$ cat config.mk
export PLATFORM = sky130hd
export DESIGN_NAME = mem_responder
export DESIGN_NICKNAME = d
export VERILOG_FILES = /design/src/rtl/mem_responder.sv
export SDC_FILE = /design/constraint.sdc
export NUM_CORES = 1
export LEC_CHECK = 0
export CELL_PAD_IN_SITES_DETAIL_PLACEMENT = 1
export CELL_PAD_IN_SITES_GLOBAL_PLACEMENT = 2
export CORE_MARGIN = 1.5
export CORE_UTILIZATION = 45
export DETAILED_ROUTE_END_ITERATION = 16
export PLACE_DENSITY = 0.82
export SYNTH_ARGS = -nofsm -noshare
export SYNTH_HDL_FRONTEND = slang
export SYNTH_SLANG_ARGS = --single-unit
$ cat constraint.sdc
create_clock -name clk -period 2.7 [get_ports clk]
set_clock_uncertainty 0.1 [all_clocks]
set_input_delay 0.405 -clock clk [delete_from_list [all_inputs] [get_ports clk]]
set_output_delay 0.405 -clock clk [all_outputs]
set_load 0.05 [all_outputs]
$ cat src/rtl/mem_responder.sv
// rtl/mem_responder.sv - 32x8 CPU memory responder with preload port
// Optional one-cycle wait state after each accepted access: MEM_RESPONDER_WAIT_STATE_EN
module mem_responder (
  input  logic       clk,
  input  logic       rst,
  input  logic [4:0] addr,
  input  logic       rd,
  input  logic       wr,
  input  logic [7:0] data_in,
  output logic [7:0] data_out,
  output logic       data_oe,
  output logic       ready,
  output logic       err,
  input  logic       prog_we,
  input  logic [4:0] prog_addr,
  input  logic [7:0] prog_data
);

`ifdef MEM_RESPONDER_WAIT_STATE_EN
  typedef enum logic [1:0] {IDLE = 2'd0, RESP = 2'd1, WAIT = 2'd2} state_t;
`else
  typedef enum logic [1:0] {IDLE = 2'd0, RESP = 2'd1} state_t;
`endif

  state_t     state;
  logic [7:0] mem [32];
  logic       oe_q;
  logic       collide;
  logic       stray;
  logic       rd_go;
  logic       wr_go;
  logic       prog_go;

`ifdef MEM_RESPONDER_WAIT_STATE_EN
  logic [4:0] lat_addr;
  logic       rd_pend;
`endif

  // ready is high exactly when the FSM sits in IDLE, so it doubles as the accept gate
  assign collide = rd & wr;
  assign stray   = (rd | wr) & ~ready;
  assign rd_go   = rd & ~wr & ready;
  assign wr_go   = wr & ~rd & ready;
  assign prog_go = prog_we & ~rd & ~wr & (state == IDLE);

  // a reset arriving while a response is on the bus suppresses the strobe immediately
  assign data_oe = oe_q & ~rst;

  always_ff @(posedge clk) begin
    if (!rst) begin
      if (wr_go) begin
        mem[addr] <= data_in;
      end else if (prog_go) begin
        mem[prog_addr] <= prog_data;
      end
    end
  end

  always_ff @(posedge clk) begin
    if (rst) begin
      state    <= IDLE;
      data_out <= 8'h00;
      oe_q     <= 1'b0;
      ready    <= 1'b1;
      err      <= 1'b0;
`ifdef MEM_RESPONDER_WAIT_STATE_EN
      lat_addr <= 5'd0;
      rd_pend  <= 1'b0;
`endif
    end else begin
      oe_q <= 1'b0;
      if (collide || stray) begin
        err <= 1'b1;
      end
      case (state)
        IDLE: begin
          if (rd_go) begin
            ready <= 1'b0;
`ifdef MEM_RESPONDER_WAIT_STATE_EN
            state    <= WAIT;
            lat_addr <= addr;
            rd_pend  <= 1'b1;
`else
            state    <= RESP;
            data_out <= mem[addr];
            oe_q     <= 1'b1;
`endif
          end else if (wr_go) begin
`ifdef MEM_RESPONDER_WAIT_STATE_EN
            state   <= WAIT;
            ready   <= 1'b0;
            rd_pend <= 1'b0;
`else
            state   <= IDLE;
`endif
          end
        end
`ifdef MEM_RESPONDER_WAIT_STATE_EN
        WAIT: begin
          if (rd_pend) begin
            state    <= RESP;
            data_out <= mem[lat_addr];
            oe_q     <= 1'b1;
          end else begin
            state <= IDLE;
            ready <= 1'b1;
          end
        end
`endif
        RESP: begin
          state <= IDLE;
          ready <= 1'b1;
        end
        default: begin
          state <= IDLE;
          ready <= 1'b1;
        end
      endcase
    end
  end

endmodule

==> impl_metrics.prom, run 1 <==
# TYPE chip_impl_metric gauge
chip_impl_metric{name="post-route-worst-setup-slack",unit="ns"} 0.1498
chip_impl_info{name="timing.critical_path.from_type",value="flip-flop"} 1
chip_impl_metric{name="adder_cell_fraction_of_synth_area",unit="%"} 0.09174
chip_impl_metric{name="clkLatencyLatePin",unit="ns"} 0.53
chip_impl_info{name="min_path_type",value="reg -> reg"} 1
chip_impl_metric{name="synth_compound_area_share",unit="%"} 7.557
chip_impl_metric{name="initialDrtViolationCount",unit=""} 458
chip_impl_metric{name="finalSetupViolations",unit=""} 0
chip_impl_info{name="slowest_stage",value="nor2_1"} 1
chip_impl_metric{name="grt_pass1_vias",unit=""} 6786
chip_impl_metric{name="grt_first_pass_wirelength",unit="um"} 41700
chip_impl_metric{name="holdWs",unit="ns"} 0.4317
chip_impl_info{name="ctsRootBufferMaster",value="clkbuf_16"} 1
chip_impl_info{name="critPathCaptureType",value="flip-flop"} 1
chip_impl_metric{name="post-dp-hpwl",unit="um"} 17770
chip_impl_metric{name="synthesis.area",unit="um2"} 10910
chip_impl_metric{name="post-cts-setup-buffers",unit=""} 0
chip_impl_metric{name="die-width",unit="um"} 158.7
chip_impl_metric{name="initial_core_utilization",unit="%"} 46.21
chip_impl_metric{name="post_synth_net_total",unit=""} 702
chip_impl_metric{name="clkSlewWorstSetupHoldPaths",unit="ns"} 0.06
chip_impl_metric{name="timing.critical_path.arrival",unit="ns"} 2.61
chip_impl_info{name="cts_tree",value="yes"} 1
chip_impl_metric{name="relative_area_change_from_synthesis_to_final_layout",unit="%"} 20.57
chip_impl_metric{name="leak",unit="uW"} 0.004670
chip_impl_metric{name="num_antenna_cells",unit=""} 0
chip_impl_metric{name="die_h",unit="um"} 158.7
chip_impl_metric{name="synth-xor-area-share",unit="%"} 0
chip_impl_metric{name="fmaxAchievable",unit="GHz"} 0.3921
chip_impl_metric{name="synthesis_warning_total",unit=""} 0
chip_impl_metric{name="overflow",unit=""} 0
chip_impl_metric{name="post_cts_hold_buffer_count",unit=""} 0
chip_impl_metric{name="placement_rows",unit=""} 56
chip_impl_metric{name="final_hold_viols",unit=""} 0
chip_impl_info{name="rsz0062_at_grt",value="no"} 1
chip_impl_metric{name="cts-root-to-sink-buffers",unit=""} 3
chip_impl_metric{name="routed_wire_length_per_instance",unit="um"} 24.66
chip_impl_metric{name="cts_resized",unit=""} 0
chip_impl_info{name="synth_top_flop_cell",value="edfxtp_1"} 1
chip_impl_metric{name="worst_ir_drop_vdd",unit="mV"} 0.6512
chip_impl_metric{name="boundaryPins",unit=""} 42
chip_impl_metric{name="route.detailed.vias_per_inst",unit=""} 5.679
chip_impl_metric{name="number_of_levels_the_h_tree_was_split_into",unit=""} 1
chip_impl_metric{name="grt_start_max_net_pins",unit=""} 33
chip_impl_metric{name="design.die.area",unit="um2"} 25190
chip_impl_metric{name="worst-slew-pin-transition",unit="ns"} 0.8167
chip_impl_metric{name="crit_path_max_fanout",unit=""} 8
chip_impl_info{name="run_status",value="completed"} 1
chip_impl_metric{name="gp_routability_congestion",unit=""} 0.8084
chip_impl_metric{name="finalWirelength",unit="um"} 27740
chip_impl_metric{name="post_synth.cell_area_avg",unit="um2"} 16.26
chip_impl_metric{name="final_max_slew_viol_count",unit=""} 0
chip_impl_metric{name="worstPathRequired",unit="ns"} 2.76
chip_impl_metric{name="worstPathBufferInverterCount",unit=""} 1
chip_impl_metric{name="post_synth_num_cell_types",unit=""} 34
chip_impl_metric{name="async_reset_ff_share",unit="%"} 0
chip_impl_info{name="synth_top_family_by_area",value="multiplexers"} 1
chip_impl_metric{name="antenna_left",unit=""} 0
chip_impl_metric{name="setup_total_negative_slack",unit="ns"} 0
chip_impl_metric{name="ys_ff_latch",unit=""} 268
chip_impl_metric{name="drc",unit=""} 0
chip_impl_metric{name="period_minus_slack",unit="ns"} 2.550
chip_impl_metric{name="via_count",unit=""} 6389
chip_impl_metric{name="final_layout_size_suffix_gt1_share",unit="%"} 17.62
chip_impl_metric{name="count_of_flip_flops_with_a_built_in_enable_after_synthesis",unit=""} 256
chip_impl_metric{name="final.period_utilization",unit="%"} 94.45
chip_impl_metric{name="synth_simple_gate_area_share",unit="%"} 5.046
chip_impl_metric{name="cts_inserted_buffers",unit=""} 28
chip_impl_metric{name="maxSlewHeadroom",unit="%"} 45.35
chip_impl_metric{name="nets",unit=""} 816
chip_impl_metric{name="powerDensity",unit="nW/um2"} 690.5
chip_impl_metric{name="antenna_found_initial",unit=""} 0
chip_impl_info{name="setup.worst_path.class",value="reg -> reg"} 1
chip_impl_metric{name="n_fill_cell",unit=""} 2218
chip_impl_metric{name="core-area",unit="um2"} 23610
chip_impl_metric{name="dp_worst_setup_slack",unit="ns"} -0.3673
chip_impl_metric{name="cts.sink_count",unit=""} 268
chip_impl_metric{name="syn-instance-count",unit=""} 671
chip_impl_metric{name="drt_pass1_iterations",unit=""} 4
chip_impl_metric{name="synth_sequential_area_ratio",unit="%"} 72.66
chip_impl_info{name="cpLargestDelayFamily",value="simple AND/OR/NAND/NOR gates"} 1
chip_impl_info{name="worstPathCellList",value="nor3b_1, nand2_1, nor3_1, o21ai_1, buf_4, nor2_1"} 1
chip_impl_metric{name="maxCapViolCount",unit=""} 0
chip_impl_metric{name="worst_path_largest_cell_delay",unit="ns"} 0.64
chip_impl_metric{name="synthMuxAreaShare",unit="%"} 11.74
chip_impl_metric{name="combined_global_route_utilization_of_all_metal_layers",unit="%"} 22.14
chip_impl_metric{name="io_buffers",unit=""} 41
[worst reg2reg max path, cell delays in order (launching register included)]
cell and delay (ns):
dfxtp_1 0.34, nor3b_1 0.33, nand2_1 0.25, nor3_1 0.21
o21ai_1 0.11, buf_4 0.19, nor2_1 0.64
[placed cells by master, fill, tap and decap left out, drive strengths merged, types with 11 or more instances in the layout]
cell type and count:
nand2 26, a22oi 64, edfxtp 256, a21oi 34, clkbuf 33, nor2 47, dfxtp 12, clkinv 11
buf 85, mux2i 128, clkdlybuf4s50 39
[final cells by class]
cell class / count / area (um2) / area share, %
inverter: 3 / 11.26 / 0.08560
tap: 319 / 399.1 / 3.034
sequential: 268 / 7928 / 60.26
multi-input combinational: 360 / 2671 / 20.31
clock inverter: 18 / 172.7 / 1.313
timing repair buffer: 124 / 1232 / 9.368
clock buffer: 33 / 740.7 / 5.631
[cells by family (layout without fill, tap and decap cells)]
kind of cell | after synthesis | count (layout)
and+or+nand+nor | 113 | 113
buffers and inverters | 43 | 178
muxes | 128 | 128
adders and majority gates | 1 | 1
DFF | 268 | 268
AOI/OAI and AO/OA | 118 | 118
[synthesized netlist by cell type (2+ instances only)]
cell type,n,area (um2)
nor3_1,8,40.04
nand2_1,25,93.84
a41oi_1,2,17.52
or4_1,8,60.06
mux2i_1,128,1281
nor4b_1,2,17.52
a21oi_1,34,170.2
clkbuf_1,11,41.29
a22oi_1,64,480.5
nand2b_1,2,12.51
dfxtp_1,12,240.2
buf_4,9,67.56
o21ai_1,4,20.02
edfxtp_1,256,7687
buf_12,4,80.08
a211oi_2,8,100.1
nor2_1,47,176.4
nor2b_1,6,37.54
a31oi_1,5,31.28
and3_1,2,12.51
inv_1,3,11.26
nor3b_1,7,52.55
buf_6,6,67.56
buf_2,8,40.04
[per-stage QoR]
| step | total power (uW) | utilization [%] | instances | area [um2] |
|---|---|---|---|---|
| after CTS | 9151 | 55.71 | 1125 | 13160 |
| after global placement | 5352 | 51.84 | 1074 | 12240 |
| after floorplan | 5064 | - | 671 | 10910 |
| after detailed placement | 5375 | 51.84 | 1074 | 12240 |
| final | 9083 | 55.71 | 1125 | 13160 |
| after global routing | 9290 | 55.71 | 1125 | 13160 |
[flip-flops by register name, summed over array words and instances (netlist names)]
signal    flops
data_out      8
err           1
mem         256
oe_q          1
ready         1
state         1
[per-layer routing]
metal,vias to the layer above,part of all wire [%],GRT usage [%]
met5,-,0,0
met4,0,2.0,5.411
met3,39,5.0,2.403
met2,194,51,39.17
met1,3289,42,29.20
li1,2867,-,-
[where the power goes]
group | total (uW) | internal [uW] | switching [uW] | leakage, uW
Sequential | 4600 | 4590 | 11.0 | 0.00240
Combinational | 685 | 267 | 418 | 0.00182
Clock | 3790 | 2250 | 1550 | 0.000447
[worst paths after layout]
kind | startpoint | end | slack (ns) | cells after the start
worst max-delay path | state[0] | mem[0][2] | 0.15 | 6
worst min-delay path | data_out[2] | data_out[2] | 0.43 | 2
worst min register to register | data_out[2] | data_out[2] | 0.43 | 2
worst max register to register | state[0] | mem[0][2] | 0.15 | 6
No activity file was read; power rests on OpenSTA's default activity.
==> run 2, diff against run 1 <==
--- a/config.mk
+++ b/config.mk
@@ -10,6 +10,7 @@
 export CORE_MARGIN = 1.5
 export CORE_UTILIZATION = 45
 export DETAILED_ROUTE_END_ITERATION = 16
+export HOLD_SLACK_MARGIN = 0.15
 export PLACE_DENSITY = 0.82
 export SYNTH_ARGS = -nofsm -noshare
 export SYNTH_HDL_FRONTEND = slang
==> results of run 2 <==
The final DEF is identical to that of run 1; final timing and power are the same.
==> run 3, diff against run 2 <==
--- a/config.mk
+++ b/config.mk
@@ -12,6 +12,7 @@
 export DETAILED_ROUTE_END_ITERATION = 16
 export HOLD_SLACK_MARGIN = 0.15
 export PLACE_DENSITY = 0.82
+export SLEW_MARGIN = 20
 export SYNTH_ARGS = -nofsm -noshare
 export SYNTH_HDL_FRONTEND = slang
 export SYNTH_SLANG_ARGS = --single-unit
==> results of run 3 <==
The final DEF is identical to that of run 1; final timing and power are the same.
